$ cat src/rtl/const_poly_pkg.sv
// Shared types and default sizing for the SNTRUP constant polynomial generator.
// Pattern selectors, FSM state constants and the default P/Q/width parameters live here.
package const_poly_pkg;

  localparam int DEF_P      = 761;
  localparam int DEF_Q      = 4591;
  localparam int DEF_COEF_W = 13;
  localparam int DEF_IDX_W  = 11;

  typedef enum logic [1:0] {
    MODE_ONES    = 2'd0,
    MODE_MODULUS = 2'd1,
    MODE_UNIT    = 2'd2,
    MODE_ZERO    = 2'd3
  } mode_e;

  typedef logic [1:0] state_t;

  localparam state_t ST_IDLE   = 2'd0;
  localparam state_t ST_STREAM = 2'd1;
  localparam state_t ST_DONE   = 2'd2;

endpackage

$ cat src/rtl/const_poly_coef.sv
// Combinational coefficient lookup: (pattern, index) -> coefficient of that constant polynomial.
// Indices beyond P always map to zero.
module const_poly_coef
  import const_poly_pkg::*;
#(
  parameter int P      = DEF_P,
  parameter int Q      = DEF_Q,
  parameter int COEF_W = DEF_COEF_W,
  parameter int IDX_W  = DEF_IDX_W
) (
  input  mode_e              mode,
  input  logic [IDX_W-1:0]   index,
  output logic [COEF_W-1:0]  coef
);

  localparam logic [COEF_W-1:0] MINUS_ONE = COEF_W'(Q - 1);
  localparam logic [COEF_W-1:0] PLUS_ONE  = COEF_W'(1);
  localparam logic [IDX_W-1:0]  LAST_IDX  = IDX_W'(P);

  // x^P - x - 1 has -1 at the two lowest terms and +1 at the top term.
  always_comb begin
    coef = '0;
    if (index <= LAST_IDX) begin
      case (mode)
        MODE_ONES:    coef = PLUS_ONE;
        MODE_MODULUS: begin
          if (index <= IDX_W'(1))
            coef = MINUS_ONE;
          else if (index == LAST_IDX)
            coef = PLUS_ONE;
        end
        MODE_UNIT:    if (index == '0) coef = PLUS_ONE;
        default:      coef = '0;
      endcase
    end
  end

endmodule

$ cat src/rtl/const_poly_gen.sv
// Streams the coefficients 0..P of a selected constant polynomial over valid/ready.
// Optional registered random-access lookup is built when CONST_POLY_RA_EN is defined.
module const_poly_gen
  import const_poly_pkg::*;
#(
  parameter int P      = DEF_P,
  parameter int Q      = DEF_Q,
  parameter int COEF_W = DEF_COEF_W,
  parameter int IDX_W  = DEF_IDX_W
) (
  input  logic               clk,
  input  logic               rst_n,
  input  logic               start,
  input  logic [1:0]         mode,
  input  logic               abort,
  input  logic               out_ready,
`ifdef CONST_POLY_RA_EN
  input  logic [IDX_W-1:0]   ra_index,
  output logic [COEF_W-1:0]  ra_data,
`endif
  output logic               out_valid,
  output logic [COEF_W-1:0]  out_data,
  output logic [IDX_W-1:0]   out_index,
  output logic               out_last,
  output logic               busy,
  output logic               done
);

  localparam logic [IDX_W-1:0] LAST_IDX = IDX_W'(P);

  state_t             state;
  mode_e              mode_q;
  logic               handshake;
  logic [IDX_W-1:0]   next_index;
  mode_e              coef_mode;
  logic [IDX_W-1:0]   coef_index;
  logic [COEF_W-1:0]  coef;

  assign handshake  = out_valid && out_ready;
  assign next_index = out_index + IDX_W'(1);

  // In IDLE the lookup is pointed at index 0 of the incoming mode so the first beat is ready one cycle after start.
  always_comb begin
    coef_mode  = mode_q;
    coef_index = next_index;
    if (state == ST_IDLE) begin
      coef_mode  = mode_e'(mode);
      coef_index = '0;
    end
  end

  const_poly_coef #(
    .P      (P),
    .Q      (Q),
    .COEF_W (COEF_W),
    .IDX_W  (IDX_W)
  ) u_stream_coef (
    .mode   (coef_mode),
    .index  (coef_index),
    .coef   (coef)
  );

  // out_index doubles as the beat counter; abort takes priority over any handshake in the same cycle.
  always_ff @(posedge clk or negedge rst_n) begin
    if (!rst_n) begin
      state     <= ST_IDLE;
      mode_q    <= MODE_ONES;
      out_valid <= 1'b0;
      out_data  <= '0;
      out_index <= '0;
      out_last  <= 1'b0;
      busy      <= 1'b0;
      done      <= 1'b0;
    end else begin
      done <= 1'b0;
      case (state)
        ST_IDLE: begin
          if (start) begin
            state     <= ST_STREAM;
            mode_q    <= mode_e'(mode);
            out_valid <= 1'b1;
            out_data  <= coef;
            out_index <= '0;
            out_last  <= (LAST_IDX == '0);
            busy      <= 1'b1;
          end
        end
        ST_STREAM: begin
          if (abort) begin
            state     <= ST_IDLE;
            out_valid <= 1'b0;
            out_data  <= '0;
            out_index <= '0;
            out_last  <= 1'b0;
            busy      <= 1'b0;
          end else if (handshake) begin
            if (out_last) begin
              state     <= ST_DONE;
              out_valid <= 1'b0;
              out_data  <= '0;
              out_index <= '0;
              out_last  <= 1'b0;
              done      <= 1'b1;
            end else begin
              out_data  <= coef;
              out_index <= next_index;
              out_last  <= (next_index == LAST_IDX);
            end
          end
        end
        ST_DONE: begin
          state <= ST_IDLE;
          busy  <= 1'b0;
        end
        default: begin
          state     <= ST_IDLE;
          out_valid <= 1'b0;
          busy      <= 1'b0;
        end
      endcase
    end
  end

`ifdef CONST_POLY_RA_EN
  logic [COEF_W-1:0] ra_coef;

  const_poly_coef #(
    .P      (P),
    .Q      (Q),
    .COEF_W (COEF_W),
    .IDX_W  (IDX_W)
  ) u_ra_coef (
    .mode   (mode_q),
    .index  (ra_index),
    .coef   (ra_coef)
  );

  // Lookup runs against the latched mode regardless of stream state.
  always_ff @(posedge clk or negedge rst_n) begin
    if (!rst_n)
      ra_data <= '0;
    else
      ra_data <= ra_coef;
  end
`else
`endif

endmodule
$ cat config.mk
export PLATFORM = sky130hd
export DESIGN_NAME = const_poly_gen
export DESIGN_NICKNAME = d
export VERILOG_FILES = /design/src/rtl/const_poly_pkg.sv /design/src/rtl/const_poly_coef.sv /design/src/rtl/const_poly_gen.sv
export SDC_FILE = /design/constraint.sdc
export NUM_CORES = 1
export LEC_CHECK = 0
export CORE_MARGIN = 3
export CORE_UTILIZATION = 56
export CTS_BUF_LIST = sky130_fd_sc_hd__clkbuf_4 sky130_fd_sc_hd__clkbuf_8
export DETAILED_ROUTE_END_ITERATION = 16
export PLACE_DENSITY = 0.84
export SYNTH_ARGS = -nofsm -noshare
export SYNTH_HDL_FRONTEND = slang
export SYNTH_HIERARCHICAL = 1
export SYNTH_SLANG_ARGS = --single-unit
$ cat constraint.sdc
create_clock -name clk -period 6.75 [get_ports clk]
set_input_delay 1.35 -clock clk [delete_from_list [all_inputs] [get_ports clk]]
set_output_delay 1.35 -clock clk [all_outputs]
set_load 0.05 [all_outputs]
* Word level (Yosys, flattened, before mapping)
Index checks and enable logic that the tools add are counted.
** Operators by class
- $add $sub $neg :: 1
- Order comparisons :: 2
- Equality and inequality tests :: 10
- Mux-type cells :: 38
- Bitwise operators :: 1
- Reductions and logical operators :: 10
** Operators with widths (number)
- 2-to-1 mux 13 bit :: 6
- 2-to-1 mux 11 bit :: 5
- one-hot mux 13 bit (3 select lines) :: 1
- one-hot mux 13 bit (2 select lines) :: 1
- == test 11 x 10 -> 1 bit (second input constant) :: 2
- one-hot mux 11 bit (2 select lines) :: 1
- 2-to-1 mux 1 bit :: 15
- adder 11 x 1 -> 11 bit (second input constant) :: 1
- <= comparator 11 x 1 -> 1 bit (second input constant) :: 1
- <= comparator 11 x 10 -> 1 bit (second input constant) :: 1
- zero test 11 bit :: 1
- 2-to-1 mux 2 bit :: 5
- != test 3 bit (second input constant) :: 2
- AND reduction 3 bit :: 2
- == test 2 x 1 -> 1 bit (second input constant) :: 2
- == test 2 bit (second input constant) :: 2
- zero test 2 bit :: 2
- != test 2 bit (second input constant) :: 2
- one-hot mux 1 bit (2 select lines) :: 2
- one-hot mux 2 bit (2 select lines) :: 1
- AND reduction 2 bit :: 2
- AND reduction 4 bit :: 1
- one-hot mux 1 bit (3 select lines) :: 1
- nonzero test 2 bit :: 1
- 2 further kinds :: 2
** Word-level totals
- Register bits after elaboration :: 32
- Input bits :: 7
- Output and inout port bits :: 28
- Word-level logic and storage cells :: 70

* Depth between registers and ports, before layout
Gate-level depths: netlist of the first run.
- Depth in word-level cells :: 11
- Gate-level depth with buffers :: 11

* Hierarchy
Netlist of the first run, hierarchy kept.
** Modules (own cells, without submodules)
- const_poly_gen :: instances 1, cells an instance 200, area each 1773.0 um^2
- const_poly_coef :: instances 1, cells an instance 28, area each 215.2 um^2

* Least setup slack after synthesis of the first run
OpenSTA, ideal clock, no wires.
- Path kind :: reg2reg
- Start point :: register out_index[0]
- End point :: register out_data[7]
- Setup time :: 77 ps
- Arrival :: 3047 ps
- Data required time :: 6673 ps
- Path slack :: 3626 ps
- Cell stages (with the launch flop) :: 12
- Buffers on the path :: 2
- Cells stage by stage :: dfrtp_1 ha_1 buf_2 nand3_1 nor2_1 xnor2_1 nor2_1 nor4_4 nor4bb_1 buf_4 nand2_1 o21ai_1
** Between the ends
- Longest elaborated chain between the ends :: 10
** RTL lines
- start, declared :: line const_poly_gen.sv:23 : output logic [IDX_W-1:0] out_index,
- start signal, assigned :: line const_poly_gen.sv:106 : out_index <= next_index;
- adder 11 x 1 -> 11 bit * :: line const_poly_gen.sv:40 : assign next_index = out_index + IDX_W'(1);
- 2-to-1 mux 11 bit * :: line const_poly_gen.sv:46 : if (state == ST_IDLE) begin
- named net coef_index[8] :: line const_poly_gen.sv:36 : logic [IDX_W-1:0] coef_index;
- <= comparator 11 x 1 -> 1 bit :: line const_poly_coef.sv:27 : if (index <= IDX_W'(1))
- 2-to-1 mux 13 bit :: line const_poly_coef.sv:27
- one-hot mux 13 bit (3 select lines) :: line const_poly_coef.sv:24 : case (mode)
- 2-to-1 mux 13 bit * :: line const_poly_coef.sv:23 : if (index <= LAST_IDX) begin
- named net coef[7] :: line const_poly_gen.sv:37 : logic [COEF_W-1:0] coef;
- 2-to-1 mux 13 bit :: line const_poly_gen.sv:97 : if (out_last) begin
- 2-to-1 mux 13 bit :: line const_poly_gen.sv:96 : end else if (handshake) begin
- 2-to-1 mux 13 bit :: line const_poly_gen.sv:89 : if (abort) begin
- one-hot mux 13 bit (2 select lines) * :: line const_poly_gen.sv:76 : case (state)
- end signal, assigned :: line const_poly_gen.sv:82 : out_data <= coef;
- end signal, assigned :: line const_poly_gen.sv:105 : out_data <= coef;
- end, declared :: line const_poly_gen.sv:22 : output logic [COEF_W-1:0] out_data,
The timed path passes the listed nets; every way through them passes the cells marked *. The select of a mux whose other input is x is not followed.
A chain may end at the register's enable or synchronous reset.

* Worst setup path in the final report of the first run
- Start point :: register out_index[0]
- End point :: register out_data[3]
** Between the ends
- Longest elaborated chain between the ends :: 10
** RTL lines (line)
- adder 11 x 1 -> 11 bit * :: const_poly_gen.sv:40
- 2-to-1 mux 11 bit * :: const_poly_gen.sv:46
- named net coef_index[8] :: const_poly_gen.sv:36
- <= comparator 11 x 1 -> 1 bit :: const_poly_coef.sv:27
- 2-to-1 mux 13 bit :: const_poly_coef.sv:27
- one-hot mux 13 bit (3 select lines) :: const_poly_coef.sv:24
- 2-to-1 mux 13 bit * :: const_poly_coef.sv:23
- 2-to-1 mux 13 bit :: const_poly_gen.sv:97
- 2-to-1 mux 13 bit :: const_poly_gen.sv:96
- 2-to-1 mux 13 bit :: const_poly_gen.sv:89
- one-hot mux 13 bit (2 select lines) * :: const_poly_gen.sv:76
Marks and branches as above.

==> results.txt, run 1 <==
----------------------------------------------------
[Cells and area]
  Layout Nets ... 258
  Fillers ... 283
  Final cell count without fillers ... 295
  Fraction of layout instances using a drive strength above 1 ... 10.4%
  Total non-filler cell area in the finished layout ... 2300 um^2
  Antenna Cells ... 0
  Post-synthesis to final-layout area growth ... 15.8%

[Setup path]
  Buffers and inverters on the worst path ... 0
  Crit. End Element ... flip-flop
  Critical path, cell by cell ... ha_1 > nand3_1 > nor2_1 > xnor2_1 > nor2_1 > nor4_4 > nor4bb_1 > nand2_1 > o21ai_1
  Cell with the largest stage delay on the worst path ... nor4bb_1
  Sort of element at the start of the critical path ... flip-flop
  Startpoint-to-endpoint class of the critical path ... flip-flop to flip-flop
  CP peak stage delay ... 1.02 ns
  Data required time at the worst endpoint ... 7.00 ns
  Largest fanout on the critical path ... 10
  Cell repeated most along the worst path ... nor2_1
  Family of cells with the greatest summed delay on the critical path ... simple AND/OR/NAND/NOR gates
  Worst EP arrival ... 3.55 ns

[Timing]
  Worst slew slack as a fraction of its limit ... 21.2%
  Number of setup violations in the final report ... 0
  Accumulated negative setup slack ... 0 ns
  Clock period minus worst slack ... 3.30 ns
  Share of the clock period used by the worst path ... 48.9%
  Unrepaired setup endpoints after global routing ... false
  Setup WS post-layout ... 3.45 ns
  Maximum clock rate ... 0.303 GHz
  Clock skew ... 0.00621 ns
  Final number of max-transition violations ... 0
  Worst-Margin Slew ... 1.17 ns
  Hold violation total from the final report ... 0

[Drt]
  Ratio of routed vias to standard cells ... 5.55
  Number of routed nets with antenna violations ... 0
  Overall routed net length ... 3.95 mm
  DRC viols ... 0
  Initial drt markers ... 91
  Average wire per standard cell ... 13.4 um
  Number of vias in the routed layout ... 1,638
  Detailed Routing Iterations Pass 1 ... 4

[Die]
  Row count ... 21
  Core ar. ... 3390 um^2
  Die ar. ... 4300 um^2
  Starting density of the core ... 58.7%
  I/O pin total ... 35
  Die outline width ... 65.6 um
  Die height ... 65.6 um

[Clock network]
  Post-cts sizing count ... 0
  Post-CTS setup repair buffer count ... 0
  Clock Tree Root ... clkbuf_4
  CTS Buffer Depth ... 2
  Clock slew at reported path FFs ... 0.10 ns
  CTS Buf Count ... 5
  CTS tree ... built
  H-tree levels ... 2
  Clock insertion delay at the later pin of the skew report ... 0.33 ns
  Post-CTS Hold Fix Bufs ... 0
  Clock Sinks ... 32

[Power]
  Power per standard cell area ... 213 nW/um^2
  Leakage component of the power ... 0.988 nW
  Overall power consumption ... 490 uW
  Largest vdd supply drop ... 0.0940 mV

[Global routing]
  First-pass GRT wire length ... 6.89 mm
  All-Layer GR Usage ... 20.8%
  Antenna violations before repair ... 0
  Overflow left after global routing ... 0
  Via count of the first global-routing pass ... 1,552
  Maximum number of pins on one net before global-route repair ... 40

[Yosys]
  Avg Cell Area, Syn ... 8.72 um^2
  List of most frequent post-synthesis cells ... nand2_1 (34), dfrtp_1 (32), o21ai_1 (25)
  Yosys synthesis warning count ... 6
  Share of flip-flops with an asynchronous set or reset after synthesis ... 100%
  Gate count of the mapped netlist ... 228
  Largest area contributor in the netlist ... dfrtp_1
  Post-synth EDFFs ... 0
  Summed instance area of the synthesized netlist ... 1990 um^2
  Area share of the leading cell type in the synthesized netlist ... 40.3%
  Number of storage elements in the synthesis netlist ... 32
  Most numerous cell in the Yosys netlist ... nand2_1
  Most area-consuming cells after synthesis ... dfrtp_1 (40%), nand2_1 (6.4%), o21ai_1 (6.3%)
  Number of distinct library cell variants in the gate-level netlist after synthesis ... 49
  Most instantiated flip-flop cell in the synthesis netlist ... dfrtp_1
  Seq/Total Area, Yosys ... 40.3%

[Placed design]
  Port buffer count ... 34
  Weighted congestion at the end of routability-driven global placement ... 0.881
  Placed cells ... 288
  Worst Setup Slack post-DPL ... 3.28 ns
  Area of placed instances ... 2250 um^2
  Estimated wirelength of the detail-placed design ... 2.89 mm

[Run status]
  Outcome ... finished, final reports clean

[Flow run]
  MaxCap Viol Count ... 0

[Hold path]
  HP Class ... flip-flop to flip-flop

----------------------------------------------------
[final timing paths]
| kind | start | end | slack [ns] | cells after the start |
|---|---|---|---|---|
| max | out_index[0]$_DFFE_PN0P_ | out_data[3]$_DFFE_PN0P_ | 3.45 | 9 |
| min in group asynchronous | rst_n | out_index[1]$_DFFE_PN0P_ | 1.40 | 2 |
| min reg2reg | out_data[11]$_DFFE_PN0P_ | out_data[11]$_DFFE_PN0P_ | 0.49 | 2 |
| max reg2reg | out_index[0]$_DFFE_PN0P_ | out_data[3]$_DFFE_PN0P_ | 3.45 | 9 |
| max in group asynchronous | rst_n | out_index[10]$_DFFE_PN0P_ | 5.06 | 2 |
| min | out_data[11]$_DFFE_PN0P_ | out_data[11]$_DFFE_PN0P_ | 0.49 | 2 |
[tightest hold or removal path, cell delays in order (launching register included)]
cell and delay, ns:
dfrtp_1 0.35, nand2_1 0.05, o21ai_1 0.06
[cell type report]
| type | instances | area [um^2] | area share, % |
|---|---|---|---|
| flip-flops and latches | 32 | 801 | 34.8 |
| clock buffers | 6 | 45.0 | 1.96 |
| clock inverters | 1 | 5.00 | 0.217 |
| repair buffers | 36 | 355 | 15.4 |
| well taps | 46 | 57.6 | 2.50 |
| multi-input cells | 169 | 1020 | 44.3 |
| inverters | 5 | 18.8 | 0.815 |
[per-stage QoR]
| step | hold slack, ns | utilization (%) |
|---|---|---|
| floorplan | 0.473 | - |
| global placement | 0.468 | 66.4 |
| detailed placement | 0.476 | 66.4 |
| CTS | 0.497 | 67.9 |
| global route | 0.530 | 67.9 |
| finish | 0.490 | 67.9 |
[flip-flops by register name, indices dropped and copies added, names as in the netlist]
register,count
out_data,13
out_index,11
mode_q,2
state,2
busy,1
done,1
out_last,1
out_valid,1
[where the power goes]
| part | internal [mW] | total (mW) | leakage [nW] | switching, mW |
|---|---|---|---|---|
| clock network | 0.0423 | 0.105 | 0.0315 | 0.0623 |
| registers | 0.211 | 0.225 | 0.422 | 0.0133 |
| logic | 0.0532 | 0.161 | 0.535 | 0.107 |
| total | 0.307 | 0.490 | 0.988 | 0.183 |
[cells by family (layout without fill, tap and decap cells)]
family | count (synthesis) | in the layout | synth area share [%]
AOI/OAI and AO/OA | 58 | 58 | 18.3
xor gates and xnor gates | 8 | 8 | 3.52
adders and majority gates | 2 | 2 | 1.26
buffers and inverters | 30 | 48 | 9.00
DFF | 32 | 32 | 40.3
muxes | 5 | 5 | 2.77
other | 1 | 4 | 0.189
and+or+nand+nor | 92 | 92 | 24.7
[layout by cell type, fill, tap and decap left out, types with 2 or more instances in the layout]
master / count
nand4_1: 3
dfrtp_1: 32
nor2_1: 22
nand2_1: 34
xor2_1: 4
a31oi_1: 3
o21ai_1: 25
nor2b_1: 3
buf_4: 2
xnor2_1: 4
and3_1: 2
and2b_1: 2
o41ai_1: 3
conb_1: 4
inv_1: 5
mux2_2: 4
nand3_1: 5
nor3b_1: 3
a21oi_1: 7
o31ai_1: 7
clkdlybuf4s50_1: 34
ha_1: 2
nand4_2: 2
and2_1: 2
nand2b_1: 3
clkbuf_4: 6
o21ai_0: 5
[metal layers]
layer / global-route usage [%] / part of all wire, % / vias to the layer above
li1: - / - / 821
met1: 26.2 / 46 / 774
met2: 34.4 / 48 / 36
met3: 5.30 / 3.9 / 7
met4: 7.51 / 1.4 / 0
met5: 0 / 0 / -
Note: power is estimated with default switching activity, not from simulation.
==> inputs of run 2 (changes only) <==
--- a/config.mk
+++ b/config.mk
@@ -6,10 +6,10 @@
 export NUM_CORES = 1
 export LEC_CHECK = 0
 export CORE_MARGIN = 3
-export CORE_UTILIZATION = 56
+export CORE_UTILIZATION = 55
 export CTS_BUF_LIST = sky130_fd_sc_hd__clkbuf_4 sky130_fd_sc_hd__clkbuf_8
 export DETAILED_ROUTE_END_ITERATION = 16
-export PLACE_DENSITY = 0.84
+export PLACE_DENSITY = 0.83
 export SYNTH_ARGS = -nofsm -noshare
 export SYNTH_HDL_FRONTEND = slang
 export SYNTH_HIERARCHICAL = 1
==> constraint.sdc (replaced) <==
create_clock -name clk -period 3.3 [get_ports clk]
set_input_delay 0.66 -clock clk [delete_from_list [all_inputs] [get_ports clk]]
set_output_delay 0.66 -clock clk [all_outputs]
set_load 0.05 [all_outputs]
==> run 2 against run 1 <==
  * Clock power grew 100%
  * Critical path depth grew 1
  * Largest power group unchanged
  * Sequential power grew 100%
  * Fmax grew 27%
  * Sequential share of layout area shrank 0.45 points
  * Sequential cell count is the same
  * Highest routed layer unchanged
  * Via count grew 1.5%
  * Worst setup slack lost 2.7 ns
  * Critical path type unchanged
  * Die area grew 1.7%
  * Register-to-register slack lost 2.7 ns
==> results.txt, run 2 (synthesis gave the netlist of run 1 again) <==
----------------------------------------------------
[Run status]
  Outcome ... finished, final reports clean

[Power]
  Leakage component of the power ... 1.01 nW
  Share of total power in the clock network ... 21.4%
  Overall power consumption ... 1.01 mW
  Power per standard cell area ... 432 nW/um^2
  Int Power ... 633 uW
  Relative contribution of combinational cells to total power ... 33.0%
  Sequential group share of total power ... 45.6%
  Net switching fraction of the power ... 37.1%
  Largest vdd supply drop ... 0.246 mV
  Reported net switching power ... 374 uW

[Clock network]
  Clock Tree Root ... clkbuf_4
  H-tree levels ... 2
  Clock slew at reported path FFs ... 0.10 ns
  CTS Buf Count ... 5
  Post-CTS setup repair buffer count ... 0
  Clock Sinks ... 32
  Post-cts sizing count ... 0
  CTS tree ... built
  Clock insertion delay at the later pin of the skew report ... 0.33 ns
  CTS Buffer Depth ... 2
  Post-CTS Hold Fix Bufs ... 0

[Die]
  Core ar. ... 3420 um^2
  Row count ... 21
  Starting density of the core ... 58.2%
  Die height ... 66.1 um
  I/O pin total ... 35
  Die ar. ... 4370 um^2
  Die outline width ... 66.1 um

[Cells and area]
  Fraction of layout instances using a drive strength above 1 ... 11.9%
  Layout Nets ... 262
  Final cell count without fillers ... 299
  Register containing the most flip-flops in the final layout ... out_data
  Total non-filler cell area in the finished layout ... 2330 um^2
  Number of flip-flops in the largest register ... 13
  Largest registers in the final layout ... out_data x13, out_index x11
  Antenna Cells ... 0
  Leading cell types in the layout, fill and taps excluded ... nand2_1 (34), clkdlybuf4s50_1 (34), dfrtp_1 (32), o21ai_1 (25), nor2_1 (22)
  Post-synthesis to final-layout area growth ... 17.3%
  Utilization of the core after routing ... 68.3%

[Drt]
  Detailed Routing Iterations Pass 1 ... 4
  Number of routed nets with antenna violations ... 0
  Ratio of routed vias to standard cells ... 5.56
  Number of vias in the routed layout ... 1,662
  Average wire per standard cell ... 13.7 um
  Initial drt markers ... 71
  Total met2 wirelength after detailed routing ... 1.93 mm
  Top routing layer in use ... met4
  Routed met3 length ... 233 um
  Overall routed net length ... 4.09 mm
  WL met1 ... 1.86 mm
  DRC viols ... 0

[Setup path]
  Worst EP arrival ... 2.85 ns
  Startpoint-to-endpoint class of the critical path ... flip-flop to flip-flop
  Crit. End Element ... flip-flop
  Largest fanout on the critical path ... 10
  Data required time at the worst endpoint ... 3.55 ns
  Sort of element at the start of the critical path ... flip-flop

[Timing]
  Unrepaired setup endpoints after global routing ... false
  Worst-Margin Slew ... 0.555 ns
  Maximum clock rate ... 0.385 GHz
  Hold violation total from the final report ... 0
  Clock period minus worst slack ... 2.60 ns
  Final number of max-transition violations ... 0
  Number of setup violations in the final report ... 0
  Clock skew ... 0.0146 ns
  Worst hold-check slack ... 0.486 ns
  Worst slew slack as a fraction of its limit ... 62.9%
  Share of the clock period used by the worst path ... 78.7%
  Setup WS post-layout ... 0.702 ns
  Accumulated negative setup slack ... 0 ns

[Flow run]
  MaxCap Viol Count ... 0

[Placed design]
  Estimated wirelength of the detail-placed design ... 2.94 mm
  Area of placed instances ... 2280 um^2
  Weighted congestion at the end of routability-driven global placement ... 0.859
  Worst Setup Slack post-DPL ... 0.773 ns
  Port buffer count ... 34
  Placed cells ... 292

[Global routing]
  Maximum number of pins on one net before global-route repair ... 33
  Via count of the first global-routing pass ... 1,632
  Antenna violations before repair ... 0
  All-Layer GR Usage ... 21.8%
  First-pass GRT wire length ... 7.32 mm
  Overflow left after global routing ... 0

[Hold path]
  HP Class ... flip-flop to flip-flop

----------------------------------------------------
## run 2: cell count changes in the layout (fill, tap and decap cells not counted)
| cell | change |
|---|---|
| buf_4 | +4 |
## run 2: final cells by class
class	instances	area [um^2]
fill	292	1080
multi-input combinational	169	1020
sequential	32	801
timing repair buffer	40	385
tap	46	57.6
clock buffer	6	45.0
inverter	5	18.8
clock inverter	1	5.00
## run 2: worst paths after layout
kind	start	end	slack [ns]	cells past startpoint
worst max-delay path	out_index[0]$_DFFE_PN0P_	out_data[3]$_DFFE_PN0P_	0.70	10
worst min-delay path	out_data[11]$_DFFE_PN0P_	out_data[11]$_DFFE_PN0P_	0.49	2
worst max register to register	out_index[0]$_DFFE_PN0P_	out_data[3]$_DFFE_PN0P_	0.70	10
worst min register to register	out_data[11]$_DFFE_PN0P_	out_data[11]$_DFFE_PN0P_	0.49	2
max in group asynchronous	rst_n	mode_q[0]$_DFFE_PN0P_	2.28	2
min in group asynchronous	rst_n	out_data[4]$_DFFE_PN0P_	0.72	2
## run 2: worst max-delay path: stages, from the launching register on
cell and delay, ns:
dfrtp_1 0.47, ha_1 0.38, and2_4 0.24, nand3_2 0.11, xnor2_1 0.23, nor2_1 0.11
nor4_4 0.30, nor4bb_1 0.30, buf_4 0.19, nand2_1 0.06, o21ai_1 0.11
## run 2: layer usage
metal  vias up  track usage (%)
met5         -                0
met4         0             8.88
met3         7             5.10
met2        57             34.1
met1       770             28.9
li1        828                -
## run 2: power groups by stage
stage | combinational (mW) | sequential (mW) | clock (mW)
2_1_floorplan | 0.123 | 0.590 | 0
3_3_place_gp | 0.330 | 0.465 | 0
3_5_place_dp | 0.334 | 0.468 | 0
4_1_cts | 0.335 | 0.460 | 0.221
5_1_grt | 0.359 | 0.466 | 0.241
6_report | 0.332 | 0.460 | 0.215
